[src/rtl/i2s_audio_tx.sv]
// Philips I2S transmitter with a single-entry sample hold register, BCLK/LRCK divided
// from AUDIO_CLK, and underrun/overrun pulses for sample-rate bring-up.
module i2s_audio_tx #(
    parameter int unsigned AUD_BIT_DEPTH = 24,
    parameter int unsigned SLOT_BITS     = 32,
    parameter int unsigned BCLK_DIV      = 4
) (
    input  logic                     AUDIO_CLK,
    input  logic                     reset_reg,
    input  logic [AUD_BIT_DEPTH-1:0] lsound_in,
    input  logic [AUD_BIT_DEPTH-1:0] rsound_in,
    input  logic                     sample_valid,
    output logic                     sample_ready,
    output logic                     bclk,
    output logic                     lrck,
    output logic                     sdata,
    output logic                     frame_start,
    output logic                     underrun,
    output logic                     overrun
);

    localparam int unsigned DIV_W    = $clog2(BCLK_DIV);
    localparam int unsigned BIT_W    = $clog2(2 * SLOT_BITS);
    localparam int unsigned POS_W    = $clog2(SLOT_BITS);
    localparam int unsigned DIV_HALF = BCLK_DIV / 2;

    localparam logic [DIV_W-1:0] DIV_LAST  = DIV_W'(BCLK_DIV - 1);
    localparam logic [DIV_W-1:0] DIV_MID   = DIV_W'(DIV_HALF);
    localparam logic [BIT_W-1:0] BIT_LAST  = BIT_W'(2 * SLOT_BITS - 1);
    localparam logic [BIT_W-1:0] SLOT_SIZE = BIT_W'(SLOT_BITS);
    localparam logic [POS_W-1:0] POS_MSB   = POS_W'(1);
    localparam logic [POS_W-1:0] POS_LSB   = POS_W'(AUD_BIT_DEPTH);

    typedef enum logic {
        IDLE = 1'b0,
        RUN  = 1'b1
    } state_t;

    state_t state;
    state_t state_nxt;

    logic [DIV_W-1:0] div_cnt;
    logic [BIT_W-1:0] bit_cnt;
    logic [DIV_W-1:0] div_nxt;
    logic [BIT_W-1:0] bit_nxt;
    logic             div_wrap;
    logic             tick;

    logic             slot_sel;
    logic [POS_W-1:0] slot_pos;
    logic [POS_W-1:0] bit_idx;
    logic             ser_bit;

    logic                     hold_full;
    logic [AUD_BIT_DEPTH-1:0] hold_l;
    logic [AUD_BIT_DEPTH-1:0] hold_r;
    logic [AUD_BIT_DEPTH-1:0] shift_l;
    logic [AUD_BIT_DEPTH-1:0] shift_r;
    logic [AUD_BIT_DEPTH-1:0] last_l;
    logic [AUD_BIT_DEPTH-1:0] last_r;

    // Control state register
    always_ff @(posedge AUDIO_CLK) begin
        if (reset_reg) begin
            state <= IDLE;
        end else begin
            state <= state_nxt;
        end
    end

    // Next state: leave IDLE on the first captured sample, then run until reset
    always_comb begin
        state_nxt = state;
        case (state)
            IDLE:    if (sample_valid) state_nxt = RUN;
            RUN:     state_nxt = RUN;
            default: state_nxt = IDLE;
        endcase
    end

    // Divider / bit counter next values and frame tick detection
    always_comb begin
        tick     = (state == RUN) && (div_cnt == '0) && (bit_cnt == '0);
        div_wrap = (div_cnt == DIV_LAST);
        div_nxt  = div_wrap ? '0 : div_cnt + DIV_W'(1);
        bit_nxt  = bit_cnt;
        if (div_wrap) begin
            bit_nxt = (bit_cnt == BIT_LAST) ? '0 : bit_cnt + BIT_W'(1);
        end
    end

    // Slot decode and serial bit select: MSB one BCLK after the slot edge, zero pad after LSB
    always_comb begin
        slot_sel = (bit_cnt >= SLOT_SIZE);
        slot_pos = slot_sel ? POS_W'(bit_cnt - SLOT_SIZE) : POS_W'(bit_cnt);
        bit_idx  = POS_LSB - slot_pos;
        ser_bit  = 1'b0;
        if ((slot_pos >= POS_MSB) && (slot_pos <= POS_LSB)) begin
            ser_bit = slot_sel ? shift_r[bit_idx] : shift_l[bit_idx];
        end
    end

    // Bit clock generation and serial outputs, updated only at the BCLK falling edge
    always_ff @(posedge AUDIO_CLK) begin
        if (reset_reg) begin
            div_cnt <= '0;
            bit_cnt <= '0;
            bclk    <= 1'b0;
            lrck    <= 1'b0;
            sdata   <= 1'b0;
        end else if (state == RUN) begin
            div_cnt <= div_nxt;
            bit_cnt <= bit_nxt;
            bclk    <= (div_nxt >= DIV_MID);
            if (div_cnt == '0) begin
                lrck  <= slot_sel;
                sdata <= ser_bit;
            end
        end
    end

    // Hold register, frame transfer into the shifters, and status pulses
    always_ff @(posedge AUDIO_CLK) begin
        if (reset_reg) begin
            hold_full    <= 1'b0;
            sample_ready <= 1'b1;
            hold_l       <= '0;
            hold_r       <= '0;
            shift_l      <= '0;
            shift_r      <= '0;
            last_l       <= '0;
            last_r       <= '0;
            frame_start  <= 1'b0;
            underrun     <= 1'b0;
            overrun      <= 1'b0;
        end else begin
            frame_start <= tick;
            underrun    <= tick && !hold_full;
            // A strobe landing on the tick refills the slot just drained, so it is not an overrun
            overrun     <= sample_valid && hold_full && !tick;

            if (tick) begin
                if (hold_full) begin
                    shift_l <= hold_l;
                    shift_r <= hold_r;
                    last_l  <= hold_l;
                    last_r  <= hold_r;
                end else begin
                    shift_l <= last_l;
                    shift_r <= last_r;
                end
            end

            if (sample_valid) begin
                hold_l       <= lsound_in;
                hold_r       <= rsound_in;
                hold_full    <= 1'b1;
                sample_ready <= 1'b0;
            end else if (tick) begin
                hold_full    <= 1'b0;
                sample_ready <= 1'b1;
            end
        end
    end

endmodule
[config.mk]
export PLATFORM = sky130hd
export DESIGN_NAME = i2s_audio_tx
export DESIGN_NICKNAME = d
export VERILOG_FILES = /design/src/rtl/i2s_audio_tx.sv
export SDC_FILE = /design/constraint.sdc
export NUM_CORES = 1
export LEC_CHECK = 0
export CORE_UTILIZATION = 40
export DETAILED_ROUTE_END_ITERATION = 8
export PLACE_DENSITY_LB_ADDON = 0.3
export SLEW_MARGIN = 40
export SYNTH_ARGS = -nofsm -noshare
export SYNTH_HDL_FRONTEND = slang
export SYNTH_SLANG_ARGS = --single-unit
[constraint.sdc]
create_clock -name AUDIO_CLK -period 3.3 [get_ports AUDIO_CLK]
set_input_delay 0.33 -clock AUDIO_CLK [delete_from_list [all_inputs] [get_ports AUDIO_CLK]]
set_output_delay 0.33 -clock AUDIO_CLK [all_outputs]
set_load 0.03 [all_outputs]
==> results of run 1 <==
kinds of logic (layout without fill, tap and decap cells):
logic type / after synthesis / in the layout / synth area share
simple gates: 188 / 188 / 0.163
flops: 112 / 112 / 0.487
mux: 78 / 78 / 0.197
compound gates: 66 / 66 / 0.0796
buf+inv: 43 / 86 / 0.0486
fa+ha+maj: 5 / 5 / 0.0136
xor+xnor: 5 / 5 / 0.0111
where the power goes:
| part | internal (mW) | total (mW) | switching (mW) |
|---|---|---|---|
| Sequential | 1.40 | 1.43 | 0.0300 |
| Combinational | 0.117 | 0.223 | 0.106 |
| Clock | 0.629 | 1.11 | 0.477 |
| Total | 2.15 | 2.76 | 0.613 |
layout make-up:
class                      instances  area (um2)  share of cell area
timing repair buffer              62         654               0.118
inverter                           8        30.0             0.00541
tap                              140         175              0.0316
clock buffer                      11         253              0.0456
multi-input combinational        342        2140               0.386
sequential                       112        2240               0.404
clock inverter                     5        53.8             0.00970
worst reg2reg max path, stage by stage, from the launching register on:
cell and delay (ps):
dfxtp_1 330, clkinv_1 200, ha_1 360, xnor2_2 450
mux4_1 630, mux2i_1 210, mux2_2 190, nand4b_1 120
a41oi_2 230
metrics by stage:
step                cells  hold WS, ps
floorplan             497          431
finish                680          455
CTS                   680          456
global route          680          473
global placement      664          447
detailed placement    664          446
flip-flops by register name (all words and copies together) (netlist names):
| name | cells |
|---|---|
| hold_l | 24 |
| hold_r | 24 |
| last_l | 24 |
| last_r | 24 |
| bit_cnt | 6 |
| bclk | 1 |
| div_cnt | 1 |
| frame_start | 1 |
| hold_full | 1 |
| lrck | 1 |
| overrun | 1 |
| sample_ready | 1 |
| sdata | 1 |
| state | 1 |
| underrun | 1 |
cell usage in the layout (no fill, tap or decap), types with 6 or more instances in the layout:
cell type / n
inv_1: 7
dfxtp_1: 112
a21oi_1: 54
nand2_1: 105
mux2i_1: 68
nand3_1: 6
nor2_1: 63
clkdlybuf4s50_1: 55
mux4_1: 6
clkbuf_16: 9
how the worst max path moves through the flow:
stage,to,cells after the start
floorplan,sdata,9
global placement,sdata,8
detailed placement,sdata,8
CTS,sdata,8
global route,sdata,8
finish,sdata,8
routing by layer:
layer | share of wire | GRT usage | routed length (um) | up-vias
met1 | 0.49 | 0.215 | 4420 | 1600
met4 | 0.020 | 0.0724 | 176 | 0
li1 | - | - | - | 1746
met2 | 0.46 | 0.267 | 4160 | 55
met5 | 0 | 0 | 0 | -
met3 | 0.028 | 0.0308 | 255 | 16
==> flow_summary.yaml, run 1 <==
worst_hold_path:
  hp-start: "last_l[4]"
  hold_path_depth: 2
  hp-class: "reg2reg"
  hold_path_end: "last_l[4]"
finish:
  nNetsFinal: 591
  diodes: 0
  layout-drive-gt1-share: 0.0574
  final_area_um2: 5550
  area_growth_pct: 20.5
  finalCoreUtilization: 0.503
  fill_cells: 1060
timing:
  finalHoldViolations: 0
  drv_slew: 0
  worst_slew_pin_slew_ps: 773
  finalSetupTns_ps: 0
  setup-violations-final: 0
  rsz0062_at_grt: "no"
  setup_slack_ps: 510
  worst_clock_skew_ps: 4.42
  slew_headroom: 0.484
  clock.fmax_ghz: 0.358
  period_needed_ps: 2790
  finalCritPeriodShare: 0.845
cts:
  cts-buffers-inserted: 9
  cts_tree: "built"
  post_cts_buffers: 0
  root_buffer: "clkbuf_16"
  htreeDepth: 3
  cts_resized: 0
  cts_hold_buf: 0
  cts_sinks: 112
  clk_pin_slew_ps: 70
  cts_buffer_depth: 2
  clkLatencyLatePin_ps: 340
drt:
  first_iter_violations: 156
  drt_pass1_iterations: 4
  route.detailed.drc: 0
  wl_per_cell_um: 13.3
  ant_nets: 0
  vias: 3417
  wl_um: 9020
  viasPerCell: 5.03
worst_setup_path:
  crit_arrival_ps: 3060
  critPathMaxStageDelay_ps: 630
  r2r-start: "bit_cnt[0]"
  reg2reg_depth: 8
  setup.worst_path.start: "bit_cnt[0]"
  rr_endpoint: "sdata"
  reg2reg_slack_ps: 510
  crit_type: "reg2reg"
  critical_path_buf_inv_count: 1
  required_ps: 3570
  cp_cell_sequence: "clkinv_1 -> ha_1 -> xnor2_2 -> mux4_1 -> mux2i_1 -> mux2_2 -> nand4b_1 -> a41oi_2"
  crit_slowest_cell: "mux4_1"
  critical_path_peak_fanout: 7
  critPathCaptureType: "register"
  cpLargestDelayFamily: "multiplexers"
  worstSetupStartpointType: "register"
place:
  port_buffers: 57
  dp_slack_ps: 553
  dp_hpwl_um: 6100
  dpl_cell_area_um2: 5240
  gp_congestion: 0.795
yosys:
  synthDistinctLibCells: 38
  ys_top_cells_by_count: "112 x dfxtp_1, 105 x nand2_1, 68 x mux2i_1"
  synth_largest_area_cell: "dfxtp_1"
  yosys_warnings: 0
  synthCells: 497
  synth_edf_count: 0
  yosysMostFrequentCell: "dfxtp_1"
  async_flop_share: 0
  synth_fp_nets: 553
  synth.avg_cell_area_um2: 9.26
  synth.area.top_cells: "dfxtp_1 49%, mux2i_1 15%, nand2_1 8.6%, a21oi_1 5.9%, nor2_1 5.1%"
  synth_seq_cells: 112
  synthFlopType: "dfxtp_1"
  netlist_area_um2: 4600
  synth_seq_area_share: 0.487
  netlist.area_leader.share: 0.487
floorplanning:
  die_h_um: 109
  coreArea_um2: 11000
  die_w_um: 109
  fp-row-count: 38
  io_pins: 58
  start_util: 0.417
  die_area_um2: 11900
global_routing:
  grt_max_degree: 111
  gr-usage-all-layers: 0.165
  grt_first_pass_wirelength_um: 15500
  antenna_found_initial: 0
  overflow: 0
  grt_pass1_vias: 3360
pwr:
  power_density_nw_per_um2: 498
  ir_worst_vdd_uv: 251
  totalPowerFinal_mw: 2.76
  power_leakage_nw: 2.06
flow_run:
  max_cap_violations: 0
run_status:
  status: "complete, no violations"
No activity file was read; power rests on OpenSTA's default activity.
==> run 2: changes to the inputs <==
==> constraint.sdc (replaced) <==
create_clock -name AUDIO_CLK -period 2.3 [get_ports AUDIO_CLK]
set_input_delay 0.23 -clock AUDIO_CLK [delete_from_list [all_inputs] [get_ports AUDIO_CLK]]
set_output_delay 0.23 -clock AUDIO_CLK [all_outputs]
set_load 0.03 [all_outputs]
==> flow_summary.yaml, run 2 (synthesis gave the netlist of run 1 again) <==
pwr:
  power_leakage_nw: 2.09
  p_seq_frac: 0.533
  p_sw_uw: 902
  power_density_nw_per_um2: 681
  p_comb_frac: 0.085
  clkPwrFrac: 0.383
  p_sw_frac: 0.234
  totalPowerFinal_mw: 3.85
  p_int_mw: 2.95
  ir_worst_vdd_uv: 495
worst_hold_path:
  hp-class: "in2reg"
floorplanning:
  fp-row-count: 38
  start_util: 0.417
  die_h_um: 109
  die_w_um: 109
  io_pins: 58
  die_area_um2: 11900
  coreArea_um2: 11000
global_routing:
  grt_first_pass_wirelength_um: 15600
  gr-usage-all-layers: 0.168
  grt.met1_usage: 0.204
  grt_max_degree: 86
  gr-max-usage-layer: "met2"
  grt_pass1_vias: 3421
  met3_usage: 0.0403
  overflow: 0
  antenna_found_initial: 0
  use_met2: 0.287
place:
  dp_slack_ps: -71.6
  placedCellCount: 669
  dp_hpwl_um: 6210
  port_buffers: 57
  gp_congestion: 0.813
finish:
  fill_cells: 1027
  nNetsFinal: 600
  area_growth_pct: 22.9
  final_cells: 688
  layout_commonest_cell: "dfxtp_1"
  layout-drive-gt1-share: 0.0876
  diodes: 0
  final_cell_mix: "111 x dfxtp_1, 105 x nand2_1, 66 x mux2i_1"
  finalCoreUtilization: 0.513
cts:
  cts_sinks: 112
  root_buffer: "clkbuf_16"
  cts_hold_buf: 0
  clk_pin_slew_ps: 70
  htreeDepth: 3
  cts_tree: "built"
  clkLatencyLatePin_ps: 350
  cts-buffers-inserted: 9
  cts_buffer_depth: 2
timing:
  finalCritPeriodShare: 0.948
  clock.fmax_ghz: 0.458
  period_needed_ps: 2180
  worst_hold_slack_ps: 320
  finalHoldViolations: 0
  slew_headroom: 0.599
  rsz0062_at_grt: "no"
  worst_clock_skew_ps: 7.43
  worst_slew_pin_slew_ps: 601
  setup_slack_ps: 119
  drv_slew: 0
  setup-violations-final: 0
run_status:
  status: "complete, no violations"
drt:
  wl_um: 9370
  drt_pass1_iterations: 5
  route.detailed.drc: 0
  viasPerCell: 5.02
  wl_per_cell_um: 13.6
  first_iter_violations: 138
  ant_nets: 0
  vias: 3452
worst_setup_path:
  crit_type: "reg2reg"
  required_ps: 2580
  critPathCaptureType: "register"
  cp_cell_sequence: "inv_1 -> ha_4 -> buf_12 -> mux2i_1 -> mux4_2 -> mux2i_4 -> mux2_4 -> nand4b_1 -> a41oi_2"
  critical_path_peak_fanout: 7
  crit_arrival_ps: 2460
  worstSetupStartpointType: "register"
  crit_slowest_cell: "mux4_2"
  critPathMaxStageDelay_ps: 520
flow_run:
  max_cap_violations: 0
-- run 2: cell types whose count changed in the layout (fill, tap and decap cells not counted), moves of 2 or more --
cell | before | now
buf_4 | 1 | 7
mux4_1 | 6 | 2
mux4_2 | 2 | 6
clkinv_2 | 3 | 0
clkinvlp_4 | 0 | 3
buf_12 | 4 | 6
clkinv_4 | 0 | 2
mux2i_1 | 68 | 66
-- run 2: power by group through the flow --
stage	registers, mW	clock network [mW]	logic [mW]
after floorplan	2.09	0	0.185
after global placement	2.10	0	0.319
after detailed placement	2.10	0	0.327
after CTS	2.05	1.51	0.330
after global routing	2.06	1.57	0.360
final	2.05	1.47	0.326
-- run 2: cell type report --
cell class	count	area, um2	area share
flip-flops and latches	112	2240	0.397
multi-input cells	342	2170	0.383
repair buffers	71	754	0.133
clock buffers	10	239	0.0422
well taps	140	175	0.0310
clock inverters	5	42.5	0.00752
inverters	8	35.0	0.00619
-- run 2: path summary, 6_finish.rpt --
| check | startpoint | endpoint | slack, ps | depth (start not counted) |
|---|---|---|---|---|
| worst max-delay path | bit_cnt[1] | sdata | 120 | 9 |
| worst min-delay path | reset_reg | hold_l[4] | 320 | 2 |
| worst max register to register | bit_cnt[1] | sdata | 120 | 9 |
| worst min register to register | hold_r[16] | last_r[16] | 460 | 2 |
-- run 2: per-stage QoR --
step | setup TNS (ps) | area (um2)
2_1_floorplan | 0 | 4620
3_5_place_dp | -71.6 | 5280
3_3_place_gp | 0 | 5280
5_1_grt | 0 | 5660
4_1_cts | 0 | 5630
6_report | 0 | 5660
-- run 2: timing repair --
item,CTS,global route
pin swaps,2,1
buffers inserted,4,0
gates resized for setup,1,6
endpoints found under the setup margin,1,1
-- run 2: routing by layer --
layer  wire, um  share of wire  up-vias
li1           -              -     1762
met1       4420           0.47     1627
met2       4480           0.48       52
met3        317          0.034       11
met4        145          0.015        0
met5          0              0        -
-- run 2: worst max-delay path, delay by kind of cell, from the launching register on --
| family | cells | cell delay, ps |
|---|---|---|
| muxes | 4 | 990 |
| buffers and inverters | 2 | 230 |
| DFF | 1 | 330 |
| adders and majority gates | 1 | 280 |
| AOI/OAI and AO/OA | 1 | 160 |
| and+or+nand+nor | 1 | 110 |
==> run 3: changes to the inputs <==
--- a/config.mk
+++ b/config.mk
@@ -8,6 +8,7 @@
 export CORE_UTILIZATION = 40
 export DETAILED_ROUTE_END_ITERATION = 8
 export PLACE_DENSITY_LB_ADDON = 0.3
+export REMOVE_ABC_BUFFERS = 1
 export SLEW_MARGIN = 40
 export SYNTH_ARGS = -nofsm -noshare
 export SYNTH_HDL_FRONTEND = slang
==> flow_summary.yaml, run 3 (synthesis gave the netlist of run 1 again) <==
run_status:
  status: "complete, no violations"
cts:
  cts_sinks: 112
  root_buffer: "clkbuf_16"
  clkLatencyLatePin_ps: 350
  cts_tree: "built"
  htreeDepth: 3
  clk_pin_slew_ps: 70
  cts_hold_buf: 0
  cts_buffer_depth: 2
  cts-buffers-inserted: 9
worst_setup_path:
  worstSetupStartpointType: "register"
  crit_arrival_ps: 2410
  critPathCaptureType: "register"
  critical_path_peak_fanout: 8
  critical_path_buf_inv_count: 3
  crit_slowest_cell: "mux4_2"
  required_ps: 2570
  reg2reg_slack_ps: 160
  path_depth: 9
  reg2reg_depth: 9
  critPathMaxStageDelay_ps: 480
  crit_type: "reg2reg"
  cp_cell_sequence: "inv_2 -> ha_4 -> clkbuf_16 -> mux2i_1 -> mux4_2 -> mux2i_2 -> buf_4 -> nand3_1 -> a41oi_2"
  cpLargestDelayFamily: "multiplexers"
pwr:
  totalPowerFinal_mw: 3.99
  p_seq_frac: 0.514
  p_sw_frac: 0.219
  p_sw_uw: 873
  ir_worst_vdd_uv: 345
  power_density_nw_per_um2: 706
  p_comb_frac: 0.081
  clkPwrFrac: 0.405
  p_int_mw: 3.12
  power_leakage_nw: 2.11
global_routing:
  grt_pass1_vias: 3369
  overflow: 0
  grt_max_degree: 70
  gr-usage-all-layers: 0.160
  antenna_found_initial: 0
  grt_first_pass_wirelength_um: 15000
timing:
  slew_headroom: 0.685
  worst_clock_skew_ps: 7.33
  clock.fmax_ghz: 0.468
  rsz0062_at_grt: "no"
  drv_slew: 0
  setup-violations-final: 0
  period_needed_ps: 2140
  finalCritPeriodShare: 0.929
  finalHoldViolations: 0
  worst_hold_slack_ps: 306
  worst_slew_pin_slew_ps: 472
finish:
  final_cell_mix: "110 x dfxtp_1, 105 x nand2_1, 67 x mux2i_1"
  nNetsFinal: 600
  layout-drive-gt1-share: 0.0893
  layout_commonest_cell: "dfxtp_1"
  diodes: 0
  fill_cells: 1047
  area_growth_pct: 22.9
floorplanning:
  die_w_um: 109
  io_pins: 58
  die_area_um2: 11900
  fp-row-count: 38
  coreArea_um2: 11000
  die_h_um: 109
  start_util: 0.417
worst_hold_path:
  hold_path_depth: 2
  hp-class: "in2reg"
drt:
  wl_per_cell_um: 13.0
  viasPerCell: 5.02
  vias: 3458
  route.detailed.drc: 0
  drt_pass1_iterations: 4
  wl_um: 8990
  ant_nets: 0
  first_iter_violations: 102
place:
  gp_congestion: 0.796
  port_buffers: 57
  dp_hpwl_um: 5890
flow_run:
  max_cap_violations: 0
## run 3: changes by cell type in the layout (fill, tap and decap cells not counted), moves of 2 or more
cell and change:
buf_4 +3, clkinvlp_4 -3, buf_12 -2, clkbuf_8 +2
inv_2 +2
## run 3: worst paths after layout
check | start | endpoint
worst min register to register | hold_l[6] | last_l[6]
worst max register to register | bit_cnt[1] | sdata
worst min-delay path | reset_reg | hold_r[4]
worst max-delay path | bit_cnt[1] | sdata
## run 3: power by group through the flow
| stage | registers (mW) | logic, mW | clock network, mW |
|---|---|---|---|
| final | 2.05 | 0.323 | 1.62 |
| after floorplan | 2.09 | 0.132 | 0 |
| after global placement | 2.09 | 0.315 | 0 |
| after detailed placement | 2.10 | 0.324 | 0 |
| after CTS | 2.05 | 0.326 | 1.65 |
| after global routing | 2.06 | 0.356 | 1.74 |
## run 3: repair_timing
action,in CTS,in global routing
gates resized for setup,2,10
pin swaps,0,3
gates cloned,0,1
setup endpoints to repair,1,1
setup buffers,2,0
## run 3: area by class of cell
cell class,instances,area (um2),area share
flip-flops and latches,112,2240,0.397
inverters,8,30.0,0.00531
clock buffers,13,270,0.0478
repair buffers,71,736,0.130
multi-input cells,342,2150,0.381
well taps,140,175,0.0310
clock inverters,3,47.5,0.00840
## run 3: per-stage QoR
stage | utilization | TNS [ps] | area (um2) | worst slack (ps) | cells
6_report | 0.513 | 0 | 5660 | 163 | 689
2_1_floorplan | - | -8000 | 4410 | -692 | 462
3_3_place_gp | 0.479 | -6.55 | 5280 | -6.55 | 670
5_1_grt | 0.513 | 0 | 5660 | 11.0 | 689
4_1_cts | 0.511 | 0 | 5640 | 2.99 | 688
3_5_place_dp | 0.479 | -55.2 | 5280 | -55.2 | 670
## run 3: per-layer routing
layer,share of wire,GRT usage,vias to the layer above,wire length (um)
li1,-,-,1758,-
met3,0.034,0.0379,14,302
met1,0.48,0.194,1629,4270
met2,0.48,0.275,57,4280
met4,0.015,0.0571,0,134
met5,0,0,-,0
